### config.mk
export PLATFORM = sky130hd
export DESIGN_NAME = calc_req_scheduler
export DESIGN_NICKNAME = d
export VERILOG_FILES = /design/src/rtl/calc_sched_pkg.sv /design/src/rtl/calc_req_fifo.sv /design/src/rtl/calc_req_scheduler.sv
export SDC_FILE = /design/constraint.sdc
export NUM_CORES = 2
export LEC_CHECK = 0
export BUFFER_PORTS_ARGS = -buffer_cell sky130_fd_sc_hd__buf_2
export CAP_MARGIN = 10
export CORE_MARGIN = 2
export CORE_UTILIZATION = 55
export CTS_CLUSTER_SIZE = 40
export DETAILED_ROUTE_END_ITERATION = 12
export PLACE_DENSITY = 0.69
export SKIP_LAST_GASP = 1
export SYNTH_ARGS = -nofsm -noshare
export SYNTH_HDL_FRONTEND = slang
export SYNTH_SLANG_ARGS = --single-unit
### constraint.sdc
create_clock -name c_clk -period 4.34 [get_ports c_clk]
set_input_delay 0.434 -clock c_clk [delete_from_list [all_inputs] [get_ports c_clk]]
set_output_delay 0.434 -clock c_clk [all_outputs]
set_load 0.01 [all_outputs]
### src/rtl/calc_sched_pkg.sv
// Shared widths, encodings and request payload for the calc request scheduler.
package calc_sched_pkg;

  localparam int unsigned NPORTS     = 4;
  localparam int unsigned DATA_W     = 32;
  localparam int unsigned CMD_W      = 4;
  localparam int unsigned TAG_W      = 2;
  localparam int unsigned FIFO_DEPTH = 4;
  localparam int unsigned PORT_W     = 2;
  localparam int unsigned RESP_W     = 2;
  localparam int unsigned PTR_W      = TAG_W;
  localparam int unsigned CNT_W      = PTR_W + 1;

  localparam logic [CMD_W-1:0] CMD_ADD = CMD_W'(1);
  localparam logic [CMD_W-1:0] CMD_SUB = CMD_W'(2);
  localparam logic [CMD_W-1:0] CMD_SHL = CMD_W'(5);
  localparam logic [CMD_W-1:0] CMD_SHR = CMD_W'(6);

  localparam logic [RESP_W-1:0] RESP_NONE = RESP_W'(0);
  localparam logic [RESP_W-1:0] RESP_OK   = RESP_W'(1);
  localparam logic [RESP_W-1:0] RESP_ERR  = RESP_W'(2);

  typedef enum logic {
    CAP_IDLE = 1'b0,
    CAP_OP2  = 1'b1
  } cap_state_e;

  typedef struct packed {
    logic [CMD_W-1:0]  cmd;
    logic [TAG_W-1:0]  tag;
    logic [DATA_W-1:0] op1;
    logic [DATA_W-1:0] op2;
  } calc_req_t;

  // Round-robin successor of a port index (wraps naturally at NPORTS=4).
  function automatic logic [PORT_W-1:0] next_port(input logic [PORT_W-1:0] p);
    return PORT_W'(p + PORT_W'(1));
  endfunction

endpackage

### src/rtl/calc_req_fifo.sv
// Per-port request queue; exposes the head and the entry behind it so the
// arbiter can look past an entry that is being popped this cycle.
module calc_req_fifo
  import calc_sched_pkg::*;
(
  input  logic             c_clk,
  input  logic             reset,
  input  logic             i_push,
  input  logic             i_pop,
  input  calc_req_t        i_data,
  output calc_req_t        o_head_c,
  output calc_req_t        o_next_c,
  output logic             o_full_c,
  output logic             o_empty_c,
  output logic [CNT_W-1:0] o_count
);

  calc_req_t        r_mem [FIFO_DEPTH];
  logic [PTR_W-1:0] r_wr_ptr;
  logic [PTR_W-1:0] r_rd_ptr;
  logic [CNT_W-1:0] r_count;

  assign o_head_c  = r_mem[r_rd_ptr];
  assign o_next_c  = r_mem[PTR_W'(r_rd_ptr + 1'b1)];
  assign o_full_c  = (r_count == CNT_W'(FIFO_DEPTH));
  assign o_empty_c = (r_count == '0);
  assign o_count   = r_count;

  // Storage write; contents need no reset since pointers define validity.
  always_ff @(posedge c_clk) begin
    if (i_push) r_mem[r_wr_ptr] <= i_data;
  end

  // Pointer and occupancy tracking.
  always_ff @(posedge c_clk or negedge reset) begin
    if (!reset) begin
      r_wr_ptr <= '0;
      r_rd_ptr <= '0;
      r_count  <= '0;
    end else begin
      if (i_push) r_wr_ptr <= PTR_W'(r_wr_ptr + 1'b1);
      if (i_pop)  r_rd_ptr <= PTR_W'(r_rd_ptr + 1'b1);
      case ({i_push, i_pop})
        2'b10:   r_count <= CNT_W'(r_count + 1'b1);
        2'b01:   r_count <= CNT_W'(r_count - 1'b1);
        default: r_count <= r_count;
      endcase
    end
  end

endmodule

### src/rtl/calc_req_scheduler.sv
// Shares one ALU among NPORTS requesters: captures two-cycle requests,
// queues them per port, issues round-robin and routes tagged results back.
module calc_req_scheduler
  import calc_sched_pkg::*;
(
  input  logic                       c_clk,
  input  logic                       reset,
  input  logic [NPORTS*CMD_W-1:0]    req_cmd_in,
  input  logic [NPORTS*DATA_W-1:0]   req_data_in,
  input  logic [NPORTS*TAG_W-1:0]    req_tag_in,
  output logic                       alu_valid,
  input  logic                       alu_ready,
  output logic [CMD_W-1:0]           alu_cmd,
  output logic [DATA_W-1:0]          alu_op1,
  output logic [DATA_W-1:0]          alu_op2,
  output logic [PORT_W-1:0]          alu_port,
  output logic [TAG_W-1:0]           alu_tag,
  input  logic                       res_valid,
  input  logic [PORT_W-1:0]          res_port,
  input  logic [TAG_W-1:0]           res_tag,
  input  logic [DATA_W-1:0]          res_data,
  input  logic [RESP_W-1:0]          res_resp,
  output logic [NPORTS*DATA_W-1:0]   out_data,
  output logic [NPORTS*RESP_W-1:0]   out_resp,
  output logic [NPORTS*TAG_W-1:0]    out_tag,
  output logic [NPORTS-1:0]          err_overflow,
  output logic                       err_spurious
);

  logic [CMD_W-1:0]  w_cmd_in  [NPORTS];
  logic [DATA_W-1:0] w_data_in [NPORTS];
  logic [TAG_W-1:0]  w_tag_in  [NPORTS];

  cap_state_e        r_cap_state [NPORTS];
  logic [CMD_W-1:0]  r_cap_cmd   [NPORTS];
  logic [TAG_W-1:0]  r_cap_tag   [NPORTS];
  logic [DATA_W-1:0] r_cap_op1   [NPORTS];

  calc_req_t         w_cap_req [NPORTS];
  calc_req_t         w_head    [NPORTS];
  calc_req_t         w_next    [NPORTS];
  calc_req_t         w_cand    [NPORTS];
  logic [CNT_W-1:0]  w_count   [NPORTS];
  logic [NPORTS-1:0] w_push_req, w_push, w_pop, w_ovf;
  logic [NPORTS-1:0] w_full, w_empty, w_avail, w_res_ok;

  logic              w_hs, w_load, w_grant_valid;
  logic [PORT_W-1:0] w_start, w_grant_port;
  calc_req_t         w_grant_req;

  logic              r_alu_valid;
  logic [CMD_W-1:0]  r_alu_cmd;
  logic [DATA_W-1:0] r_alu_op1, r_alu_op2;
  logic [PORT_W-1:0] r_alu_port;
  logic [TAG_W-1:0]  r_alu_tag;
  logic [PORT_W-1:0] r_rr_ptr;

  logic [CNT_W-1:0]          r_outst [NPORTS];
  logic [NPORTS*DATA_W-1:0]  r_out_data;
  logic [NPORTS*RESP_W-1:0]  r_out_resp;
  logic [NPORTS*TAG_W-1:0]   r_out_tag;
  logic [NPORTS-1:0]         r_err_overflow;
  logic                      r_err_spurious;

  assign w_hs = r_alu_valid & alu_ready;

  // Per-port input slicing, push/pop qualification and result acceptance.
  always_comb begin
    for (int p = 0; p < NPORTS; p++) begin
      w_cmd_in[p]   = req_cmd_in[p*CMD_W +: CMD_W];
      w_data_in[p]  = req_data_in[p*DATA_W +: DATA_W];
      w_tag_in[p]   = req_tag_in[p*TAG_W +: TAG_W];
      w_push_req[p] = (r_cap_state[p] == CAP_OP2);
      w_cap_req[p]  = '{cmd: r_cap_cmd[p], tag: r_cap_tag[p],
                        op1: r_cap_op1[p], op2: w_data_in[p]};
      w_pop[p]      = w_hs && (r_alu_port == PORT_W'(p));
      // A full queue still accepts a push when its head leaves this cycle.
      w_push[p]     = w_push_req[p] && (!w_full[p] || w_pop[p]);
      w_ovf[p]      = w_push_req[p] && w_full[p] && !w_pop[p];
      w_res_ok[p]   = res_valid && (res_port == PORT_W'(p)) && (r_outst[p] != '0);
    end
  end

  // Per-port request queues.
  for (genvar g = 0; g < NPORTS; g++) begin : g_fifo
    calc_req_fifo u_fifo (
      .c_clk     (c_clk),
      .reset     (reset),
      .i_push    (w_push[g]),
      .i_pop     (w_pop[g]),
      .i_data    (w_cap_req[g]),
      .o_head_c  (w_head[g]),
      .o_next_c  (w_next[g]),
      .o_full_c  (w_full[g]),
      .o_empty_c (w_empty[g]),
      .o_count   (w_count[g])
    );
  end

  // Round-robin pick over queue contents as they will stand after this
  // cycle's pop, including a request being pushed into an empty queue.
  always_comb begin
    w_load        = !r_alu_valid || alu_ready;
    w_start       = w_hs ? next_port(r_alu_port) : r_rr_ptr;
    w_grant_valid = 1'b0;
    w_grant_port  = '0;
    for (int p = 0; p < NPORTS; p++) begin
      if (w_pop[p]) begin
        w_avail[p] = (w_count[p] >= CNT_W'(2)) || w_push[p];
        w_cand[p]  = (w_count[p] >= CNT_W'(2)) ? w_next[p] : w_cap_req[p];
      end else begin
        w_avail[p] = !w_empty[p] || w_push[p];
        w_cand[p]  = w_empty[p] ? w_cap_req[p] : w_head[p];
      end
    end
    for (int i = 0; i < NPORTS; i++) begin
      if (!w_grant_valid && w_avail[PORT_W'(w_start + PORT_W'(i))]) begin
        w_grant_valid = 1'b1;
        w_grant_port  = PORT_W'(w_start + PORT_W'(i));
      end
    end
    w_grant_req = w_cand[w_grant_port];
  end

  // Capture FSM per port: cmd cycle latches cmd/tag/op1, next cycle pushes.
  always_ff @(posedge c_clk or negedge reset) begin
    if (!reset) begin
      for (int p = 0; p < NPORTS; p++) begin
        r_cap_state[p] <= CAP_IDLE;
        r_cap_cmd[p]   <= '0;
        r_cap_tag[p]   <= '0;
        r_cap_op1[p]   <= '0;
      end
    end else begin
      for (int p = 0; p < NPORTS; p++) begin
        if (r_cap_state[p] == CAP_IDLE) begin
          if (w_cmd_in[p] != '0) begin
            r_cap_cmd[p]   <= w_cmd_in[p];
            r_cap_tag[p]   <= w_tag_in[p];
            r_cap_op1[p]   <= w_data_in[p];
            r_cap_state[p] <= CAP_OP2;
          end
        end else begin
          r_cap_state[p] <= CAP_IDLE;
        end
      end
    end
  end

  // Issue register: holds until handshake, then loads the next winner.
  always_ff @(posedge c_clk or negedge reset) begin
    if (!reset) begin
      r_alu_valid <= 1'b0;
      r_alu_cmd   <= '0;
      r_alu_op1   <= '0;
      r_alu_op2   <= '0;
      r_alu_port  <= '0;
      r_alu_tag   <= '0;
      r_rr_ptr    <= '0;
    end else begin
      if (w_load) begin
        r_alu_valid <= w_grant_valid;
        r_alu_cmd   <= w_grant_valid ? w_grant_req.cmd : '0;
        r_alu_op1   <= w_grant_valid ? w_grant_req.op1 : '0;
        r_alu_op2   <= w_grant_valid ? w_grant_req.op2 : '0;
        r_alu_port  <= w_grant_valid ? w_grant_port    : '0;
        r_alu_tag   <= w_grant_valid ? w_grant_req.tag : '0;
      end
      if (w_hs) r_rr_ptr <= next_port(r_alu_port);
    end
  end

  // Outstanding request counters and sticky error flags.
  always_ff @(posedge c_clk or negedge reset) begin
    if (!reset) begin
      for (int p = 0; p < NPORTS; p++) r_outst[p] <= '0;
      r_err_overflow <= '0;
      r_err_spurious <= 1'b0;
    end else begin
      for (int p = 0; p < NPORTS; p++) begin
        case ({w_push[p], w_res_ok[p]})
          2'b10: if (r_outst[p] != CNT_W'(FIFO_DEPTH)) r_outst[p] <= CNT_W'(r_outst[p] + 1'b1);
          2'b01: r_outst[p] <= CNT_W'(r_outst[p] - 1'b1);
          default: r_outst[p] <= r_outst[p];
        endcase
      end
      r_err_overflow <= r_err_overflow | w_ovf;
      if (res_valid && (r_outst[res_port] == '0)) r_err_spurious <= 1'b1;
    end
  end

  // Result routing: one-cycle pulse on the destination port, zero elsewhere.
  always_ff @(posedge c_clk or negedge reset) begin
    if (!reset) begin
      r_out_data <= '0;
      r_out_resp <= '0;
      r_out_tag  <= '0;
    end else begin
      for (int p = 0; p < NPORTS; p++) begin
        r_out_data[p*DATA_W +: DATA_W] <= w_res_ok[p] ? res_data : '0;
        r_out_resp[p*RESP_W +: RESP_W] <= w_res_ok[p] ? res_resp : '0;
        r_out_tag[p*TAG_W +: TAG_W]    <= w_res_ok[p] ? res_tag  : '0;
      end
    end
  end

  assign alu_valid    = r_alu_valid;
  assign alu_cmd      = r_alu_cmd;
  assign alu_op1      = r_alu_op1;
  assign alu_op2      = r_alu_op2;
  assign alu_port     = r_alu_port;
  assign alu_tag      = r_alu_tag;
  assign out_data     = r_out_data;
  assign out_resp     = r_out_resp;
  assign out_tag      = r_out_tag;
  assign err_overflow = r_err_overflow;
  assign err_spurious = r_err_spurious;

endmodule

# --- Word-level counts from Yosys, hierarchy flattened ---
# Memory sizes are Yosys's and may differ from the RTL's.
# Cells that the tools add are included.
word_totals:
  register_bits: 420
  mem_bits_rw: 1120
  in_bits: 194
  out_inout_bits: 222
  word_cells: 300
  n_memories: 4
memory_table:
  columns: ["memory", "words", "word_bits", "rd", "rd_ports_with_merged_regs", "write_ports", "line_no", "rtl"]
  rows:
  - ["g_fifo[0].u_fifo.r_mem", 4, 70, 2, 0, 1, "calc_req_fifo.sv:18", "calc_req_t r_mem [FIFO_DEPTH];"]
  - ["g_fifo[1].u_fifo.r_mem", 4, 70, 2, 0, 1, "calc_req_fifo.sv:18", null]
  - ["g_fifo[2].u_fifo.r_mem", 4, 70, 2, 0, 1, "calc_req_fifo.sv:18", null]
  - ["g_fifo[3].u_fifo.r_mem", 4, 70, 2, 0, 1, "calc_req_fifo.sv:18", null]
op_classes:
  add_sub_neg: 28
  n_lt_le_gt_ge: 10
  eq_ne: 34
  mux: 84
  bitwise: 8
  reduce_logical: 88
ops:
  columns: ["cell", "n"]
  rows:
  - ["$mux 70", 14]
  - ["$mux 32", 6]
  - ["$bmux 70 s2", 1]
  - ["$pmux 3 s2", 8]
  - ["$mux 2", 15]
  - ["$logic_and 1x1->1", 28]
  - ["$mux 1", 28]
  - ["$add 3x1->3 const B", 8]
  - ["$eq 2x2->1 const B", 12]
  - ["$sub 3x1->3 const B", 8]
  - ["$add 2x1->2 const B", 10]
  - ["$eq 2x1->1 const B", 10]
  - ["$mux 3", 6]
  - ["$logic_not 1->1", 16]
  - ["$reduce_and 2->1", 8]
  - ["$reduce_bool 2->1", 8]
  - ["$reduce_bool 4->1", 4]
  - ["$logic_not 3->1", 5]
  - ["$logic_or 1x1->1", 13]
  - ["$eq 3x3->1 const B", 4]
  - ["$ge 3x2->1 const B", 4]
  - ["$lt 2x3->1 const B", 4]
  - ["$ne 3x3->1 const B", 4]
  - ["$reduce_bool 3->1", 4]
  - ["11 further kinds", 24]

# --- Longest topological paths before layout ---
logic_depth:
  ltp_word: 23
  mapped_depth: 13
  ltp_nobuf: 13

# --- Cells and area by module ---
# From an unflattened synthesis, not the netlist that was laid out.
unflattened:
  cells_unflattened: 4195
  hier_area_um2: 69510.4
by_module_without_submodules:
  columns: ["mod", "instances", "cells_each", "area_each_um2", "seq_area_each_um2"]
  rows:
  - ["calc_req_fifo (g_fifo[1].u_fifo ...)", 3, 489, 12175.4, 8583.2]
  - ["calc_req_scheduler", 1, 2239, 20811.2, 9809.4]
  - ["calc_req_fifo (g_fifo[0].u_fifo)", 1, 489, 12172.9, 8583.2]

# --- Worst setup path before layout ---
# No wires, ideal clock.
synth_timing:
  kind: "register to register"
  startpoint: "register r_alu_port[0], in the netlist alu_port[0]"
  endpoint: "memory g_fifo[0].u_fifo.r_mem[0][0] in the netlist's numbering, enable pin"
  setup_time_ps: 436
  t_arrival_ps: 2701
  required_time_ps: 3904
  path_slack_ps: 1203
  stages_incl_launch_ff: 6
  path_buffers: 0
  synth_period_minus_slack_ps: 3137
  cell_sequence: "dfrtp_1 > inv_1 > ha_1 > nand3_2 > nand3_1 > and3_1"
synth_via:
  elab_chain_len: 6
synth_lines:
  columns: ["item", "line_no", "rtl"]
  rows:
  - ["start: declaration", "calc_req_scheduler.sv:54", "logic [PORT_W-1:0] r_alu_port;"]
  - ["start signal: assignment", "calc_req_scheduler.sv:166", "r_alu_port <= w_grant_valid ? w_grant_port : '0;"]
  - ["$logic_not 2->1", "calc_req_scheduler.sv:76", "w_pop[p] = w_hs && (r_alu_port == PORT_W'(p));"]
  - ["$logic_and 1x1->1", "calc_req_scheduler.sv:76", null]
  - ["$logic_or 1x1->1", "calc_req_scheduler.sv:78", "w_push[p] = w_push_req[p] && (!w_full[p] || w_pop[p]);"]
  - ["$logic_and 1x1->1", "calc_req_scheduler.sv:78", null]
  - ["$mux 1", "calc_req_fifo.sv:31", "if (i_push) r_mem[r_wr_ptr] <= i_data;"]
  - ["$mux 1 (not written as such)", "calc_req_fifo.sv:31", null]
  - ["end: declaration", "calc_req_fifo.sv:18", null]
# Every way passes these cells.

# --- Worst setup path after layout ---
layout_timing:
  startpoint: "register r_alu_port[0], in the netlist alu_port[0]"
  endpoint: "register r_alu_op2[16], in the netlist alu_op2[16]"
layout_via:
  elab_chain_len: 23
  word_cells_on_any_way: 64
  classes_between: "add/sub: 4; eq/ne: 3; mux: 29; bitwise: 1; reduce/logical: 27"
layout_lines:
  columns: ["item", "line_no", "rtl"]
  rows:
  - ["parallel branches: the longest is 22 deep, another holds $add 2x1->2", null, null]
  - ["$mux 32 *", "calc_req_scheduler.sv:165", "r_alu_op2 <= w_grant_valid ? w_grant_req.op2 : '0;"]
  - ["end signal: assignment", "calc_req_scheduler.sv:165", null]
  - ["end: declaration", "calc_req_scheduler.sv:53", "logic [DATA_W-1:0] r_alu_op1, r_alu_op2;"]
# Every way passes the cells marked *. The select of a mux whose other input is x is not followed.
# A chain may end at the register's enable or synchronous reset.

==> impl_metrics.tcl <==
set metrics [dict create \
    crit_top_cell "buf_12" \
    grt_max_degree 112 \
    grt_pass1_vias 41500 \
    io_buffers 415 \
    worstHoldPathType "in -> reg" \
    routedWlPerCell_um 31.35 \
    cpLargestDelayFamily "compound AO/OA/AOI/OAI gates" \
    netlist_area_um2 68390 \
    num_io_pins 416 \
    vias_per_cell 6.764 \
    clockRootBuffer "clkbuf_16" \
    start_util 0.5539 \
    fp.dieW_um 356.6 \
    cts-buffers-inserted 160 \
    startpoint_type "flop" \
    h-tree-depth 4 \
    vias 41870 \
    drtAntennaViolNets 0 \
    setup-tns-final_ns 0 \
    max_stage_delay_ns 0.53 \
    max_freq_mhz 271.2 \
    ctsResizeCount 0 \
    tightest_slew_ns 1.065 \
    synth_area_leader_cell "edfxtp_1" \
    die_area_um2 127200 \
    hold_violations 0 \
    placed_area_um2 72840 \
    powerDensity_nw_per_um2 758.2 \
    routed.top_layer "met5" \
    clock_skew_ns 0.02821 \
    synth_edf_count 1120 \
    clockBufferDepth 3 \
    worst_ep_arrival_time_ns 4.42 \
    met1Wirelength_um 73200 \
    mostFrequentLayoutCells "edfxtp_1 (1,120), mux4_2 (560), buf_2 (414)" \
    synth_area_leaders "edfxtp_1 (49%), mux4_2 (18%), dfrtp_1 (15%)" \
    dr_wl_met3_um 19750 \
    fp.dieH_um 356.6 \
    cpMaxStageDelayCell "a2111oi_4" \
    min_period_ns 3.687 \
    hold_ws_ns 0.05244 \
    end_kind "flop" \
    synth.avg_cell_area_um2 17.77 \
    layout.nets 4629 \
    area_growth_pct 16.78 \
    yosysWarnings 0 \
    synth_top_cell_area_share 0.4918 \
    final_common_cell "edfxtp_1" \
    drtPass1Iterations 6 \
    drcViolationCount 0 \
    routed_wl_um 194100 \
    crit_required_ns 5.07 \
    gp_congestion 0.8598 \
    grt_pass1_wl_um 283900 \
    setup-violations-final 0 \
    leakage_nw 28.67 \
    yosysUniqueCellTypes 54 \
    synth_seq_cells 1540 \
    path_max_fanout 63 \
    synthesis.nets 4074 \
    antenna_found_initial 23 \
    crit_chain "inv_1 -> ha_1 -> nand3_2 -> a2111oi_4 -> o221ai_1 -> a32oi_4 -> buf_12 -> buf_12 -> o211ai_1 -> o31ai_1 -> a221o_1" \
    final_area_um2 79860 \
    max_slew_margin 0.2899 \
    dp_hpwl_um 125700 \
    fp.coreArea_um2 123500 \
    grt_use_total 0.3066 \
    drive_gt1_frac 0.3349 \
    overflow 0 \
    wl_met2_um 94430 \
    run_status "finished clean" \
    cts.clk_slew.worst_paths_ns 0.06 \
    async_flop_share 0.2727 \
    period_share 0.8495 \
    synth_cells 3848 \
    ir_drop_uv 631.8 \
    ys.flop_type "edfxtp_1" \
    cts_sinks 1540 \
    clock_latency_ns 0.79 \
    ys_seq_area_frac 0.6454 \
    rsz0062_at_grt "false" \
    path_class "reg -> reg" \
    rows 129 \
    max_cap_viol_count 0 \
    crit_buf_inv 3 \
    drv_slew 0 \
    fillers 8528 \
    dr.first_iter.drc_count 4654 \
    cts_tree "built" \
]
## report_power, final
part	switching (mW)	total, mW	internal (mW)
Clock	5.68	13.5	7.84
Sequential	3.15	23.2	20.0
Combinational	12.9	23.8	11.0
## synth_stat cells (35+ instances only)
| master | number |
|---|---|
| edfxtp_1 | 1120 |
| mux4_2 | 560 |
| dfrtp_1 | 420 |
| clkbuf_1 | 221 |
| nor2_1 | 165 |
| mux2_2 | 152 |
| o22ai_1 | 144 |
| o211ai_1 | 142 |
| o22a_1 | 139 |
| and3_1 | 89 |
| a21oi_1 | 86 |
| and2_1 | 77 |
| o31ai_1 | 71 |
| or3_1 | 71 |
| a221o_1 | 70 |
| inv_1 | 44 |
| buf_1 | 35 |
## cell families (layout without fill, tap and decap cells)
| kind of cell | after synthesis | in the layout | share of synthesized area |
|---|---|---|---|
| compound gates | 706 | 706 | 0.07666 |
| xor+xnor | 25 | 25 | 0.003202 |
| fa+ha+maj | 32 | 32 | 0.006733 |
| buf+inv | 363 | 1054 | 0.02259 |
| flops | 1540 | 1540 | 0.6454 |
| mux | 714 | 714 | 0.2097 |
| other cells | 0 | 15 | 0 |
| simple gates | 468 | 468 | 0.03564 |
## sequential cells by signal, summed over array words and instances (netlist names), 12 cells and up
| signal | flops |
|---|---|
| alu_op2 | 32 |
| r_cap_cmd | 16 |
| out_data | 128 |
| r_outst | 12 |
| r_cap_op1 | 128 |
| g_fifo.u_fifo.o_count | 12 |
| g_fifo.u_fifo.r_mem | 1120 |
| alu_op1 | 32 |
## worst paths after layout
kind | slack (ns) | cells past startpoint | start | to
max reg2reg | 0.65 | 11 | alu_port[0] | alu_op2[16]
min | 0.05 | 1 | req_data_in[107] | g_fifo[3].u_fifo.r_mem[3][11]
max | 0.65 | 11 | alu_port[0] | alu_op2[16]
min in group asynchronous | 0.34 | 2 | reset | out_data[113]
max in group asynchronous | 2.82 | 3 | reset | alu_op2[9]
min reg2reg | 0.48 | 1 | err_spurious | err_spurious
## metrics by stage
| step | cells | setup WS [ns] | util | power, mW |
|---|---|---|---|---|
| after floorplan | 3848 | 1.203 | - | 38.46 |
| after global placement | 5695 | 0.7379 | 0.5899 | 46.59 |
| after detailed placement | 5695 | 0.7006 | 0.5899 | 47.11 |
| after CTS | 6176 | 0.6706 | 0.6465 | 60.74 |
| after global routing | 6177 | 0.5603 | 0.6465 | 62.98 |
| final | 6191 | 0.6533 | 0.6468 | 60.55 |
## area by class of cell
cell class / instances / area, µm² / share of cell area
Antenna cell: 15 / 37.54 / 0.0004700
Clock buffer: 233 / 4439 / 0.05559
Clock inverter: 65 / 715.7 / 0.008961
Inverter: 45 / 168.9 / 0.002115
Multi-Input combinational cell: 1945 / 22960 / 0.2875
Sequential cell: 1540 / 44170 / 0.5531
Tap cell: 1637 / 2048 / 0.02565
Timing Repair Buffer: 711 / 5318 / 0.06658
## per-layer routing
layer | vias up | GRT usage
li1 | 17140 | -
met1 | 22130 | 0.4180
met2 | 2272 | 0.4866
met3 | 318 | 0.07775
met4 | 16 | 0.1051
met5 | - | 0
## repair_timing
action	4_1_cts	5_1_grt
endpoints found under the setup margin	0	0
hold buffers	183	0
buffers inserted	0	0
hold endpoints to repair	841	0
Note: power is estimated with default switching activity, not from simulation.
